[config.mk]
export PLATFORM = sky130hd
export DESIGN_NAME = rr_arbiter_8
export DESIGN_NICKNAME = d
export VERILOG_FILES = /design/src/rtl/rr_arbiter_8.sv
export SDC_FILE = /design/constraint.sdc
export NUM_CORES = 1
export LEC_CHECK = 0
export CORE_ASPECT_RATIO = 1.75
export CORE_MARGIN = 2
export CORE_UTILIZATION = 60
export DETAILED_ROUTE_END_ITERATION = 12
export GPL_TIMING_DRIVEN = 0
export HOLD_SLACK_MARGIN = 0.05
export PLACE_DENSITY = 0.82
export SLEW_MARGIN = 20
export SYNTH_ARGS = -nofsm -noshare
export SYNTH_HDL_FRONTEND = slang
export SYNTH_SLANG_ARGS = --single-unit
export TNS_END_PERCENT = 1
[constraint.sdc]
create_clock -name clk -period 8.5 [get_ports clk]
set_input_delay 2.55 -clock clk [delete_from_list [all_inputs] [get_ports clk]]
set_output_delay 2.55 -clock clk [all_outputs]
set_load 0.05 [all_outputs]
[src/rtl/rr_arbiter_8.sv]
// -----------------------------------------------------------------------------
// rr_arbiter_8
//
// Eight-way round-robin arbiter with an optional grant hold limit.
//
// A two-state FSM (IDLE / GRANT) picks one requester at a time. The winner
// is the first asserted request found by scanning upward from the slot after
// the previous grantee, wrapping 7 -> 0. A tenure ends when the grantee
// pulses release_pulse, drops its request line, or reaches the hold limit.
// After each tenure the FSM spends at least one cycle in IDLE, so grants are
// never back to back.
//
// The release input is named release_pulse because `release` is a reserved
// word in SystemVerilog.
//
// Parameters
//   MAX_HOLD       maximum cycles a grant may be held; 0 disables the limit
//
// Ports
//   clk            single clock, rising-edge active
//   rst_n          asynchronous active-low reset
//   req[7:0]       level-sensitive request lines, bit i = requester i
//   release_pulse  one-cycle pulse from the grantee ending its tenure
//   gnt_valid      high while a grant is active
//   gnt_idx[2:0]   index of the current or most recent grantee
//   gnt_onehot[7:0] one-hot decode of gnt_idx while gnt_valid, else 0
//   timeout        one-cycle pulse when the hold limit revoked a grant
// -----------------------------------------------------------------------------
module rr_arbiter_8 #(
   parameter int unsigned MAX_HOLD = 16
) (
   input  logic       clk,
   input  logic       rst_n,
   input  logic [7:0] req,
   input  logic       release_pulse,
   output logic       gnt_valid,
   output logic [2:0] gnt_idx,
   output logic [7:0] gnt_onehot,
   output logic       timeout
);

   // Counter is wide enough to reach MAX_HOLD-1, never narrower than 1 bit.
   localparam int unsigned CNT_W = (MAX_HOLD > 1) ? $clog2(MAX_HOLD) : 1;

   // Terminal count. With the limit disabled the counter simply saturates
   // at all-ones and is never used to end a tenure.
   localparam logic [CNT_W-1:0] HOLD_LAST =
      (MAX_HOLD > 0) ? CNT_W'(MAX_HOLD - 1) : {CNT_W{1'b1}};

   localparam logic HOLD_EN = (MAX_HOLD > 0);

   typedef enum logic {
      IDLE  = 1'b0,
      GRANT = 1'b1
   } state_t;

   state_t           state;
   logic [2:0]       last_ptr;
   logic [CNT_W-1:0] hold_cnt;

   logic [2:0]       winner;
   logic             owner_done;
   logic             hold_hit;
   logic             tenure_end;

   // Round-robin pick: scan offsets from the highest down to the lowest so
   // the last match written is the closest slot after ptr. The 3-bit sum
   // wraps naturally from 7 to 0. Result is only used when r != 0.
   function automatic logic [2:0] rr_pick(input logic [7:0] r,
                                          input logic [2:0] ptr);
      logic [2:0] pick;
      logic [2:0] idx;
      pick = ptr;
      for (int i = 7; i >= 0; i--) begin
         idx = ptr + 3'd1 + 3'(i);
         if (r[idx]) begin
            pick = idx;
         end
      end
      return pick;
   endfunction

   always_comb begin
      winner     = rr_pick(req, last_ptr);
      // The grantee ending its own tenure takes precedence over the limit,
      // so a coincident release never produces a timeout pulse.
      owner_done = release_pulse || !req[gnt_idx];
      hold_hit   = HOLD_EN && (hold_cnt == HOLD_LAST);
      tenure_end = owner_done || hold_hit;
   end

   always_ff @(posedge clk or negedge rst_n) begin
      if (!rst_n) begin
         state      <= IDLE;
         gnt_valid  <= 1'b0;
         gnt_idx    <= 3'd0;
         gnt_onehot <= 8'h00;
         timeout    <= 1'b0;
         hold_cnt   <= '0;
         last_ptr   <= 3'd7;   // first arbitration after reset starts at 0
      end else begin
         case (state)
            IDLE: begin
               // Any timeout pulse lasts only for the turnaround cycle.
               timeout <= 1'b0;
               if (req != 8'h00) begin
                  state      <= GRANT;
                  gnt_valid  <= 1'b1;
                  gnt_idx    <= winner;
                  gnt_onehot <= 8'b1 << winner;
                  hold_cnt   <= '0;
               end
            end

            GRANT: begin
               if (tenure_end) begin
                  state      <= IDLE;
                  gnt_valid  <= 1'b0;
                  gnt_onehot <= 8'h00;
                  last_ptr   <= gnt_idx;
                  timeout    <= hold_hit && !owner_done;
               end else if (hold_cnt != HOLD_LAST) begin
                  hold_cnt <= hold_cnt + 1'b1;
               end
            end

            default: begin
               state     <= IDLE;
               gnt_valid <= 1'b0;
            end
         endcase
      end
   end

endmodule
== Word level (Yosys, flattened, before mapping) ==
Index checks and enable logic that the tools add are counted.

* $add $sub $neg: 9
* $lt $le $gt $ge: 9
* Equal/unequal tests: 6
* Shift operators: 1
* Muxes and demuxes: 41
* Bitwise gates (word level): 1
* Reduce and logical (&&, ||, !) cells: 10

{| class="wikitable"
|+ Operators with widths
! operator !! count
|-
| $lt 3x4->1 const B || 9
|-
| $bmux 1 s3 || 9
|-
| $mux 3 || 8
|-
| $mux 8 || 2
|-
| $pmux 8 s2 || 1
|-
| $mux 1 || 14
|-
| $add 3x3->3 const B || 4
|-
| $mux 4 || 3
|-
| $pmux 4 s2 || 1
|-
| $reduce_bool 8->1 || 1
|-
| $shl 1x3->8 const A || 1
|-
| $add 3x1->3 const B || 2
|-
| $add 3x2->3 const B || 2
|-
| $pmux 1 s2 || 3
|-
| $reduce_and 2->1 || 3
|-
| $add 4x1->4 const B || 1
|-
| $eq 4x4->1 const B || 1
|-
| $ne 2x1->1 const B || 2
|-
| $ne 2x2->1 const B || 2
|-
| $ne 4x4->1 const B || 1
|-
| $reduce_and 3->1 || 1
|-
| $logic_not 1->1 || 2
|-
| $logic_or 1x1->1 || 2
|-
| $logic_and 1x1->1 || 1
|-
| $not 1->1 || 1
|}

* Register bits after elaboration: 21
* Input port bits: 11

== Depth between registers and ports, before layout ==
* Depth after elaboration: 15
* Depth in mapped cells: 14

== Worst setup path after synthesis ==
No wires, ideal clock.

* Path kind: input to register
* From: input req[7]
* To: register gnt_onehot[1]
* Setup time: 0.122 ns
* Arrival: 4.333 ns
* Slack: 4.045 ns
* Stages: 7
* Path through: mux4_1 -> mux2i_2 -> mux2i_1 -> nor2_1 -> nor4_4 -> o221ai_4 -> a32o_1

* Word-level cells in the longest chain between the ends: 13
* Elaborated cells on any way between the ends: 36
* Classes of those cells: eq/ne (2); shift (1); mux (28); reduce/logical (5)

{| class="wikitable"
|+ Ends and longest elaborated chain
! element !! line !! source
|-
| start: declaration || 34 || <nowiki>input logic [7:0] req,</nowiki>
|-
| $bmux 1 s3 || 76 || <nowiki>if (r[idx]) begin</nowiki>
|-
| $mux 1 (implied by the code) || 76 ||
|-
| $mux 3 (8 in a row) || 76 ||
|-
| $shl 1x3->8 || 110 || <nowiki>gnt_onehot <= 8'b1 << winner;</nowiki>
|-
| $mux 8 || 106 || <nowiki>if (req != 8'h00) begin</nowiki>
|-
| $pmux 8 s2 || 102 || <nowiki>case (state)</nowiki>
|-
| end signal: assignment || 110 ||
|-
| end: declaration || 38 || <nowiki>output logic [7:0] gnt_onehot,</nowiki>
|}

Parallel ways exist; a longest one is shown, timed or not. The select of a mux whose other input is x is not followed.
A chain may end at the register's enable or synchronous reset.

== Final worst setup path ==
* From: input req[7]
* To: register gnt_onehot[2]

Same word-level chain as after synthesis.

==> results.sh <==
export IMPL_drc=0
export IMPL_n_antenna_cell=0
export IMPL_cp_arrival_ns=5.18
export IMPL_tightest_slew_ns=0.928
export IMPL_regArea_um2=529
export IMPL_drtIter0Drc=45
export IMPL_nets=241
export IMPL_clk_latency_ns=0.26
export IMPL_post_cts_setup_buffers=0
export IMPL_area_growth_pct=16.9
export IMPL_die_area_mm2=0.00374
export IMPL_ys_flop_type="dfrtp_1"
export IMPL_ys_top_cells_by_area="dfrtp_1 23%, mux4_2 10%, mux2i_1 6.7%"
export IMPL_crit_required_ns=8.66
export IMPL_multiInputGateArea_mm2=0.00133
export IMPL_skew_ns=0.000918
export IMPL_avgSynthCellArea_um2=9.81
export IMPL_setup_tns_final_ns=0
export IMPL_fill_cells=260
export IMPL_std_cell_rows=27
export IMPL_netlist_area_mm2=0.00195
export IMPL_cts_root_buf="clkbuf_8"
export IMPL_drt_first_pass_iters=4
export IMPL_grt_total_usage_pct=30.4
export IMPL_ys_warn_count=0
export IMPL_cts_resized_gates=0
export IMPL_fin_crit_ns=5.03
export IMPL_die_h_um=79.5
export IMPL_rsz0062_at_grt="false"
export IMPL_setup_viol=0
export IMPL_synth_seq_cells=21
export IMPL_synth_edf_count=0
export IMPL_cp_start_kind="primary input"
export IMPL_hold_buffers=0
export IMPL_layout_drive_gt1_share_pct=17.7
export IMPL_overflow=0
export IMPL_cts_tree="done"
export IMPL_path_max_fanout=9
export IMPL_place_inst=265
export IMPL_tritoncts_num_buffers=3
export IMPL_numPortBuffers=23
export IMPL_synthesis_nets=213
export IMPL_status="completed"
export IMPL_synth_top_area_share_pct=23.1
export IMPL_yosysSeqAreaShare_pct=27.1
export IMPL_path_buf_inv=1
export IMPL_ant_nets=0
export IMPL_vias=1760
export IMPL_clockBufferDepth=2
export IMPL_synth_top_area_cell="dfrtp_1"
export IMPL_crit_type="primary input to register"
export IMPL_fin_cells=269
export IMPL_yosysUniqueCellTypes=55
export IMPL_hpwl_um=3920
export IMPL_hold_path_class="register to register"
export IMPL_max_cap_violations=0
export IMPL_slowest_stage="mux4_1"
export IMPL_cts_htree_levels=1
export IMPL_syn_inst=199
export IMPL_crit_chain="clkdlybuf4s50_1, mux4_1, mux2i_2, mux2i_1, nor2_1, nor4_4, o221ai_4, o31ai_1"
export IMPL_antenna_found_initial=0
export IMPL_endpoint_kind="register"
export IMPL_via_per_inst=6.54
export IMPL_grt_max_degree=22
export IMPL_pin_count=24
export IMPL_min_period_over_period_pct=59.1
export IMPL_finalMaxSlewViolations=0
export IMPL_fmax_mhz=199
export IMPL_async_flop_share_pct=100
export IMPL_wl_per_cell_um=18.5
export IMPL_clkTransAtPathRegs_ns=0.07
export IMPL_drt_wl_total_um=4990
export IMPL_yosys_cell_count_top_type="nand2_1"
export IMPL_cp_slowest_stage_delay_ns=0.71
export IMPL_grt_pass1_vias=1766
export IMPL_relSlewSlack_pct=37.9
export IMPL_grt_pass1_wl_um=8310
export IMPL_hold_ws_ns=0.482
export IMPL_gp_congestion=1.01
export IMPL_final_hold_viol_count=0
export IMPL_clock_sinks=21
export IMPL_initial_core_util_pct=62.1
export IMPL_coreArea_mm2=0.00314
export IMPL_synth_top_cells_by_count="23 x nand2_1, 18 x dfrtp_1, 13 x mux2i_1"
export IMPL_crit_family="multiplexers"
export IMPL_die_x_um=47.1
## flip-flops by register name, indices dropped and copies added (netlist names)
name        count
state           1
timeout         1
hold_cnt        4
gnt_onehot      8
gnt_valid       1
last_ptr        3
gnt_idx         3
## cells by family after synthesis
group / count (synthesis) / synth area share, %
multiplexers: 36 / 26.4
flip-flops: 21 / 27.1
AND/OR/NAND/NOR: 65 / 16.7
adder cells (fa/ha/maj): 3 / 1.92
XOR/XNOR: 5 / 3.01
buffers and inverters: 18 / 5.00
AO/OA/AOI/OAI: 51 / 19.8
## worst min-delay path, delay by kind of cell (launching register included)
kind          cells  cell delay, ns
flops             1            0.35
simple gates      2            0.11
## through the flow
stage	util [%]	cell area, um2	worst slack [ns]
global route	72.6	2280	3.30
finish	72.6	2280	3.47
detailed placement	71.2	2240	3.21
CTS	72.6	2280	3.48
global placement	71.2	2240	3.30
floorplan	-	1950	4.04
## layout by cell type, fill, tap and decap left out, types with 5 or more instances in the layout
cell	n
nand2_1	23
clkdlybuf4s50_1	23
dfrtp_1	18
mux2i_1	13
mux2_2	10
nor2_1	10
mux4_2	9
a21oi_1	9
o21ai_0	9
nor3_1	8
inv_1	7
nand3_1	6
clkbuf_1	5
## area by class of cell
class                   instances  share of cell area, %
clock buffers                   4                   1.97
inverters                       7                   1.15
plain buffers                  11                   3.13
multi-input cells             160                   58.1
well taps                      43                   2.36
flip-flops and latches         21                   23.2
repair buffers                 23                   10.1
## metal layers
metal,vias up,share of wire (%),wire length [um],global-route usage [%]
li1,823,-,-,-
met1,874,37,1850,35.3
met2,51,58,2910,54.7
met3,12,2.2,111,0.905
met4,0,2.4,121,13.1
met5,-,0,0,0
## final timing paths
check,start,to,slack (ns),cells after the start
max,req[7],gnt_onehot[2]$_DFFE_PN0P_,3.47,8
min,gnt_valid$_DFFE_PN0P_,gnt_valid$_DFFE_PN0P_,0.48,2
max reg2reg,last_ptr[0]$_DFFE_PN1P_,gnt_onehot[4]$_DFFE_PN0P_,4.51,13
min reg2reg,gnt_valid$_DFFE_PN0P_,gnt_valid$_DFFE_PN0P_,0.48,2
max in group asynchronous,rst_n,gnt_valid$_DFFE_PN0P_,5.13,1
min in group asynchronous,rst_n,gnt_onehot[1]$_DFFE_PN0P_,2.81,1
Power is left out: the tool's default activity adds up to more than one toggle a clock period on the data nets, which glitch-free logic cannot reach.
